<file path="config.mk">
export PLATFORM = sky130hd
export DESIGN_NAME = instr_fetch_decode
export DESIGN_NICKNAME = d
export VERILOG_FILES = /design/src/rtl/cpu_pkg.sv /design/src/rtl/opcode_decode.sv /design/src/rtl/instr_fetch_decode.sv
export SDC_FILE = /design/constraint.sdc
export NUM_CORES = 1
export LEC_CHECK = 0
export ABC_AREA = 1
export CELL_PAD_IN_SITES_DETAIL_PLACEMENT = 0
export CELL_PAD_IN_SITES_GLOBAL_PLACEMENT = 1
export CORE_AREA = 2 2 104 106
export CTS_CLUSTER_DIAMETER = 120
export DETAILED_ROUTE_END_ITERATION = 10
export DIE_AREA = 0 0 106 108
export GPL_ROUTABILITY_DRIVEN = 0
export HOLD_SLACK_MARGIN = 0.02
export PLACE_DENSITY_LB_ADDON = 0.1
export SLEW_MARGIN = 15
export SYNTH_ARGS = -nofsm -noshare
export SYNTH_HDL_FRONTEND = slang
export SYNTH_SLANG_ARGS = --single-unit
</file>
<file path="constraint.sdc">
create_clock -name clka -period 2.29 [get_ports clka]
set_clock_uncertainty 0.05 [all_clocks]
set_input_delay 0.458 -clock clka [delete_from_list [all_inputs] [get_ports clka]]
set_output_delay 0.458 -clock clka [all_outputs]
set_load 0.1 [all_outputs]
</file>
<file path="src/rtl/cpu_pkg.sv">
// Shared definitions for the instruction fetch/decode front end:
// opcode constants, instruction-length encoding, fetch states, decode flags.
package cpu_pkg;

    localparam logic [7:0] OP_LDA_IMM = 8'hA9;
    localparam logic [7:0] OP_ADC_IMM = 8'h69;
    localparam logic [7:0] OP_AND_IMM = 8'h29;
    localparam logic [7:0] OP_LDA_ABS = 8'hAD;
    localparam logic [7:0] OP_STA_ABS = 8'h8D;
    localparam logic [7:0] OP_ADC_ABS = 8'h6D;
    localparam logic [7:0] OP_AND_ABS = 8'h2D;
    localparam logic [7:0] OP_JMP_ABS = 8'h4C;
    localparam logic [7:0] OP_BEQ_REL = 8'hF0;
    localparam logic [7:0] OP_NOP     = 8'hEA;

    // Instruction length in bytes (opcode plus operand bytes).
    typedef enum logic [1:0] {
        ILEN_1 = 2'd1,
        ILEN_2 = 2'd2,
        ILEN_3 = 2'd3
    } ilen_t;

    typedef enum logic [2:0] {
        ST_IDLE     = 3'd0,
        ST_FETCH_OP = 3'd1,
        ST_FETCH_LO = 3'd2,
        ST_FETCH_HI = 3'd3,
        ST_DONE     = 3'd4
    } fetch_state_t;

    // One-hot instruction class plus the illegal marker.
    typedef struct packed {
        logic load;
        logic store;
        logic branch;
        logic arith_imm;
        logic arith_mem;
        logic illegal;
    } dec_flags_t;

endpackage

</file>
<file path="src/rtl/opcode_decode.sv">
// Combinational opcode decode table: instruction class flags and length.
module opcode_decode
    import cpu_pkg::*;
(
    input  logic [7:0] opcode_i,
    output dec_flags_t flags_o,
    output ilen_t      len_o
);

    // Table lookup; anything not listed is illegal and treated as one byte long.
    always_comb begin
        flags_o = '0;
        len_o   = ILEN_1;
        case (opcode_i)
            OP_LDA_IMM: begin flags_o.arith_imm = 1'b1; len_o = ILEN_2; end
            OP_ADC_IMM: begin flags_o.arith_imm = 1'b1; len_o = ILEN_2; end
            OP_AND_IMM: begin flags_o.arith_imm = 1'b1; len_o = ILEN_2; end
            OP_LDA_ABS: begin flags_o.load      = 1'b1; len_o = ILEN_3; end
            OP_STA_ABS: begin flags_o.store     = 1'b1; len_o = ILEN_3; end
            OP_ADC_ABS: begin flags_o.arith_mem = 1'b1; len_o = ILEN_3; end
            OP_AND_ABS: begin flags_o.arith_mem = 1'b1; len_o = ILEN_3; end
            OP_JMP_ABS: begin flags_o.branch    = 1'b1; len_o = ILEN_3; end
            OP_BEQ_REL: begin flags_o.branch    = 1'b1; len_o = ILEN_2; end
            OP_NOP:     begin                           len_o = ILEN_1; end
            default:    begin flags_o.illegal   = 1'b1; len_o = ILEN_1; end
        endcase
    end

endmodule

</file>
<file path="src/rtl/instr_fetch_decode.sv">
// Instruction fetch/decode front end: reads opcode and operand bytes from a
// byte-wide memory at the program counter and presents the decoded class.
//
// Memory handshake: mem_req rises when a fetch state is entered and stays high,
// with mem_addr held at pc, until mem_ack is sampled high on a rising clka; one
// byte transfers on each clock edge where mem_req && mem_ack. mem_ack seen while
// mem_req is low is ignored.
module instr_fetch_decode
    import cpu_pkg::*;
#(
    parameter int                ADDR_W   = 16,
    parameter logic [ADDR_W-1:0] RESET_PC = 16'h0000
)
(
    input  logic              clka,
    input  logic              restart_n,
    input  logic              fetch_start,
    input  logic              pc_load,
    input  logic [ADDR_W-1:0] pc_load_val,
    input  logic [7:0]        mem_rdata,
    input  logic              mem_ack,
    output logic              mem_req,
    output logic [ADDR_W-1:0] mem_addr,
    output logic [ADDR_W-1:0] pc,
    output logic [7:0]        opcode,
    output logic [15:0]       operand,
    output logic              load,
    output logic              store,
    output logic              branch,
    output logic              arith_imm,
    output logic              arith_mem,
    output logic              illegal,
    output logic              valid,
    output logic              busy,
    output fetch_state_t      state_dbg
);

    localparam logic [ADDR_W-1:0] PC_INC = {{(ADDR_W-1){1'b0}}, 1'b1};

    fetch_state_t      state_q;
    logic [ADDR_W-1:0] pc_q;
    logic [7:0]        opcode_q;
    logic [15:0]       operand_q;
    dec_flags_t        flags_q;
    logic              valid_q;
    logic              busy_q;
    logic              mem_req_q;

    logic [7:0]        dec_opcode;
    dec_flags_t        dec_flags;
    ilen_t             dec_len;
    logic [ADDR_W-1:0] pc_next;

    // While the opcode byte is arriving, decode it straight from memory so the
    // length is known on the same edge that captures it.
    assign dec_opcode = (state_q == ST_FETCH_OP) ? mem_rdata : opcode_q;
    assign pc_next    = pc_q + PC_INC;

    opcode_decode u_decode (
        .opcode_i (dec_opcode),
        .flags_o  (dec_flags),
        .len_o    (dec_len)
    );

    // Fetch sequencer: walks opcode/operand bytes and latches the decode on completion.
    always_ff @(posedge clka or negedge restart_n) begin
        if (!restart_n) begin
            state_q   <= ST_IDLE;
            pc_q      <= RESET_PC;
            opcode_q  <= OP_NOP;
            operand_q <= '0;
            flags_q   <= '0;
            valid_q   <= 1'b0;
            busy_q    <= 1'b0;
            mem_req_q <= 1'b0;
        end else begin
            valid_q <= 1'b0;
            case (state_q)
                ST_IDLE: begin
                    if (pc_load) begin
                        pc_q <= pc_load_val;
                    end
                    if (fetch_start) begin
                        state_q   <= ST_FETCH_OP;
                        busy_q    <= 1'b1;
                        mem_req_q <= 1'b1;
                        flags_q   <= '0;
                        operand_q <= '0;
                    end
                end
                ST_FETCH_OP: begin
                    if (mem_ack) begin
                        opcode_q <= mem_rdata;
                        pc_q     <= pc_next;
                        if (dec_len == ILEN_1) begin
                            state_q   <= ST_DONE;
                            mem_req_q <= 1'b0;
                            valid_q   <= 1'b1;
                            flags_q   <= dec_flags;
                        end else begin
                            state_q <= ST_FETCH_LO;
                        end
                    end
                end
                ST_FETCH_LO: begin
                    if (mem_ack) begin
                        operand_q[7:0] <= mem_rdata;
                        pc_q           <= pc_next;
                        if (dec_len == ILEN_3) begin
                            state_q <= ST_FETCH_HI;
                        end else begin
                            state_q   <= ST_DONE;
                            mem_req_q <= 1'b0;
                            valid_q   <= 1'b1;
                            flags_q   <= dec_flags;
                        end
                    end
                end
                ST_FETCH_HI: begin
                    if (mem_ack) begin
                        operand_q[15:8] <= mem_rdata;
                        pc_q            <= pc_next;
                        state_q         <= ST_DONE;
                        mem_req_q       <= 1'b0;
                        valid_q         <= 1'b1;
                        flags_q         <= dec_flags;
                    end
                end
                ST_DONE: begin
                    state_q <= ST_IDLE;
                    busy_q  <= 1'b0;
                end
                default: begin
                    state_q   <= ST_IDLE;
                    busy_q    <= 1'b0;
                    mem_req_q <= 1'b0;
                end
            endcase
        end
    end

    assign mem_req   = mem_req_q;
    assign mem_addr  = pc_q;
    assign pc        = pc_q;
    assign opcode    = opcode_q;
    assign operand   = operand_q;
    assign load      = flags_q.load;
    assign store     = flags_q.store;
    assign branch    = flags_q.branch;
    assign arith_imm = flags_q.arith_imm;
    assign arith_mem = flags_q.arith_mem;
    assign illegal   = flags_q.illegal;
    assign valid     = valid_q;
    assign busy      = busy_q;
    assign state_dbg = state_q;

endmodule
</file>
Yosys cells after proc, flatten, opt, wreduce, memory -nomap -nowiden

Cells that the tools add are included.

Reductions and logical operators: 20
Multiplexer cells: 43
Equality and inequality tests: 24
Add/subtract/negate cells: 1
Bitwise operators: 2

Operator list:

| operator              | number |
|---|---|
| $mux 16               | 3 |
| $eq 8x8->1 const B    | 5 |
| $mux 6                | 6 |
| $pmux 16 s2           | 1 |
| $pmux 8 s2            | 2 |
| $eq 8x7->1 const B    | 3 |
| $pmux 6 s4            | 1 |
| $mux 3                | 6 |
| $mux 1                | 17 |
| $add 16x1->16 const B | 1 |
| $eq 8x6->1 const B    | 2 |
| $mux 8                | 2 |
| $reduce_and 7->1      | 2 |
| $ne 2x2->1 const B    | 6 |
| $pmux 3 s4            | 1 |
| $reduce_or 10->1      | 1 |
| $reduce_and 3->1      | 3 |
| $eq 3x2->1 const B    | 2 |
| $reduce_bool 2->1     | 3 |
| $reduce_or 3->1       | 2 |
| $pmux 1 s5            | 1 |
| $reduce_or 5->1       | 1 |
| $ne 2x1->1 const B    | 2 |
| $pmux 2 s2            | 1 |
| 13 further kinds      | 16 |

Register bits after elaboration: 52
Logic and storage cells: 104
Output and inout port bits: 68
Bits of input ports: 29

Longest topological paths before layout

Depth after elaboration: 9
Gate-level depth with buffers: 16
Gate-level depth less buffers: 16

By module

From an unflattened synthesis, not the netlist that was laid out.

Cell total of the unflattened synthesis: 451
Area, all modules: 3230.6 um^2

By module, submodules not included:

| module             | cells each | times used | area an instance (um^2) | sequential area each (um^2) |
|---|---|---|---|---|
| instr_fetch_decode | 399        | 1          | 2979.1                  | 1307.5 |
| opcode_decode      | 52         | 1          | 251.5                   | 0.0 |

Worst setup path before layout

No wires, ideal clock.

Kind: flip-flop to flip-flop
Start: reg state_q[1], in the netlist state_dbg[1]
End: reg flags_q (netlist bit illegal)
Buffers on the path: 1
Period minus slack after synthesis: 2607 ps
Library setup time: 120 ps
Stages on the path, launching flop included: 17
Required time: 2120 ps
Arrival: 2437 ps
Slack: -317 ps
Path through: dfrtp_1 > inv_2 > nand3_2 > buf_6 > nand2_1 > nand2_1 > nand2_2 > nor2_4 > nand2_2 > nand2_2 > inv_1 > nand2_1 > nand2_2 > nand2_1 > nand2_1 > nand3_1 > nand2_1

Cells in the longest elaborated chain, start to end: 8
Elaborated cells on any way between the ends: 36
Classes of those cells: eq/ne: 21; mux: 9; reduce/logical: 6

RTL lines:

| element                                                         | RTL line                                           | text |
|---|---|---|
| start, declared                                                 | instr_fetch_decode.sv:40                           | `fetch_state_t state_q;` |
| start signal, assigned                                          | instr_fetch_decode.sv:68                           | `state_q <= ST_IDLE;` |
| start signal, assigned                                          | instr_fetch_decode.sv:84                           | `state_q <= ST_FETCH_OP;` |
| start signal, assigned                                          | instr_fetch_decode.sv:96                           | `state_q <= ST_DONE;` |
| $eq 3x1->1                                                      | instr_fetch_decode.sv:56, instr_fetch_decode.sv:78 |  |
| $mux 8                                                          | instr_fetch_decode.sv:56                           | `assign dec_opcode = (state_q == ST_FETCH_OP) ? mem_rdata : opcode_q;` |
| $eq 8x8->1 (tied with other cells)                              | opcode_decode.sv:14                                | `case (opcode_i)` |
| $reduce_or 5->1 (no source line) (tied with other cells)        | --                                                 |  |
| $pmux 2 s2 or $mux 1 (tied branches)                            | opcode_decode.sv:14                                |  |
| $eq 2x2->1 (tied with other cells)                              | instr_fetch_decode.sv:109                          | `if (dec_len == ILEN_3) begin` |
| $ne 2x2->1 (no source line) (tied with other cells)             | --                                                 |  |
| $reduce_and 7->1 (no source line) or $pmux 6 s4 (tied branches) | --                                                 |  |
| end signal, assigned                                            | instr_fetch_decode.sv:99                           | `flags_q <= dec_flags;` |
| end signal, assigned                                            | instr_fetch_decode.sv:115                          | `flags_q <= dec_flags;` |
| end signal, assigned                                            | instr_fetch_decode.sv:126                          | `flags_q <= dec_flags;` |
| end, declared                                                   | instr_fetch_decode.sv:44                           | `dec_flags_t flags_q;` |

Parallel ways exist; a longest one is shown, timed or not. The select of a mux whose other input is x is not followed.
A chain may end at the register's enable or synchronous reset.

Worst setup path in the final report

Start: reg state_q[0], in the netlist state_dbg[0]
End: reg flags_q (netlist bit illegal)

Same word-level chain as after synthesis.

==> results.txt <==
Status: finished, final reports clean
Drt total wl: 9.89 mm
Post-Syn Area: 3060 sq um
Worst slack at placement: -0.101 ns
Fin nets: 562
CP Launch Type: flip-flop
WS Path Type: flip-flop to flip-flop
WP data required: 2.45 ns
Initial antenna violation count: 0
I/O Buffers: 96
Crit path max fanout: 8
Post-synthesis cell count: 416
Max Root-Sink Buffers: 2
Hold Buf Count CTS: 0
Final Hold Fails: 0
Initial core utilization: 0.299
MaxCap Viol Count: 0
YS warnings: 0
Post-DR vias/cell: 4.78
Worst slew pin tran: 0.505 ns
Detailed Routing Iterations Pass 1: 4
Sequential share of the synthesized area: 0.427
Placed cell count: 660
DR iter-0 viols: 127
Most common library cell in the layout ignoring fill and taps: nand2_1
CTS H-tree lvls: 2
Placeable core region: 10200 sq um
Die boundary width: 106 um
Syn avg cell area: 7.35 sq um
Area Overhead vs Synth: 40.2%
#FFs+latches synth: 52
CTS tree: built
Synth cell types: 30
Fillers: 1088
Min-delay worst type: input port to async pin
Clk_lat worst skew: 0.32 ns
Antenna Nets Post-Route: 0
Setup ws final: 0.253 ns
Most frequent cells in the layout: 114 x nand2_1, 110 x buf_4, 48 x nand3_1
Routed wire per std cell: 14.8 um
Via count: 3196
CP endpoint kind: flip-flop
Reg2reg setup slack: 0.25 ns
# DRC: 0
TritonCTS buffer count: 5
Ratio of final minimum period to clock period: 0.889
Syn Nets: 446
CP arrival: 2.20 ns
DIE AREA: 11400 sq um
Share of post-route cells with drive strength above 1: 0.298
Die Y: 108 um
Number of global-route vias before repair: 3161
Final Non-Filler Cells: 669
Largest net degree at the start of global routing: 23
Clock-pin slew on the worst setup and hold paths: 0.12 ns
First-pass GRT wire length: 16.3 mm
Post-DP HPWL: 7.62 mm
Max Fclk: 0.491 GHz
Io pins: 97
RSZ-0062 raised after global routing: false
TritonCTS Sinks: 52
Remaining global-route overflow: 0
Max_slew headroom: 0.663
Pins Over Slew Limit: 0
Min Tclk post-route: 2.04 ns
Final setup fails: 0
Global Route Usage Sum: 0.179
Ant. Diodes: 0
Row count: 37
Root buf cell: clkbuf_8
## flip-flops by register name, summed over array words and instances (netlist names), 3 cells and up
| signal | cells |
|---|---|
| mem_addr | 16 |
| state_dbg | 3 |
| operand | 16 |
| opcode | 8 |
## layer usage
layer / GRT usage / wire length [um] / vias up / share of wire
li1: - / - / 1588 / -
met1: 0.234 / 4550 / 1502 / 0.46
met2: 0.305 / 4700 / 100 / 0.48
met3: 0.0356 / 513 / 6 / 0.052
met4: 0.0414 / 127 / 0 / 0.013
met5: 0 / 0 / - / 0
## synth_stat cells, drive strengths merged
cell type  number  area share
mux2            3       0.011
o22ai          11       0.022
a21oi          14       0.023
dfstp           5       0.043
nand4          10       0.020
buf            19       0.046
nand2         125        0.16
nand3          51       0.087
o21bai          1      0.0025
o211ai          1      0.0025
o21ai          27       0.044
clkinv          1      0.0012
inv            30       0.037
nor2           42       0.059
nor3            6      0.0098
xor2            8       0.023
ha              1      0.0041
dfrtp          47        0.38
clkbuf         10       0.012
or2             2      0.0041
a31oi           2      0.0041
## final cells by class
| type | instances | area (sq um) | share of cell area |
|---|---|---|---|
| Tap cell | 136 | 170 | 0.0397 |
| Multi-Input combinational cell | 304 | 1490 | 0.346 |
| Sequential cell | 52 | 1320 | 0.307 |
| Clock inverter | 3 | 27.5 | 0.00642 |
| Timing Repair Buffer | 138 | 1100 | 0.257 |
| Clock buffer | 5 | 68.8 | 0.0160 |
| Inverter | 31 | 119 | 0.0277 |
## metrics by stage
step	setup TNS [ns]	hold slack [ns]	utilization	instance area, sq um
after floorplan	0	0.112	-	3070
after global placement	-0.538	0.405	0.406	4160
after detailed placement	-0.678	0.406	0.406	4160
after CTS	0	0.0462	0.416	4250
after global routing	0	0.0607	0.419	4290
final	0	0.0439	0.419	4290
## worst paths after layout
path,startpoint,endpoint,cells after the start
hold reg to reg,arith_imm$_DFFE_PN0P_,arith_imm$_DFFE_PN0P_,2
max in group asynchronous,restart_n,opcode[3]$_DFFE_PN1P_,2
setup / recovery,state_dbg[0]$_DFFE_PN0P_,illegal$_DFFE_PN0P_,16
min in group clka,arith_imm$_DFFE_PN0P_,arith_imm$_DFFE_PN0P_,2
setup reg to reg,state_dbg[0]$_DFFE_PN0P_,illegal$_DFFE_PN0P_,16
hold / removal,restart_n,operand[8]$_DFFE_PN0P_,1
## kinds of logic (layout without fill, tap and decap cells)
logic type	count (synthesis)	count (layout)	share of synthesized area
and+or+nand+nor	236	236	0.340
muxes	3	3	0.0110
DFF	52	52	0.427
adders and majority gates	1	1	0.00409
xor gates and xnor gates	8	8	0.0229
buffers and inverters	60	177	0.0961
AOI/OAI and AO/OA	56	56	0.0986
## worst max-delay path, stage by stage (launching register included)
cell and delay [ns]:
dfrtp_2 0.49, nand2_2 0.12, nor2_4 0.21, buf_4 0.14
nand2_1 0.04, nand2_1 0.05, nand2_1 0.06, nor2_1 0.09
nand2_1 0.08, nand2_2 0.07, inv_1 0.04, nand2_1 0.08
nand2_2 0.12, nand2_1 0.08, nand2_1 0.08, nand3_1 0.08
nand2_1 0.04
## repair_timing
action	in CTS	in global routing
setup buffers	0	1
resized for setup	0	8
endpoints found under the setup margin	0	11
Power is not shown: default switching activity piles up to over one toggle a cycle in this logic, so the estimate is an artifact.
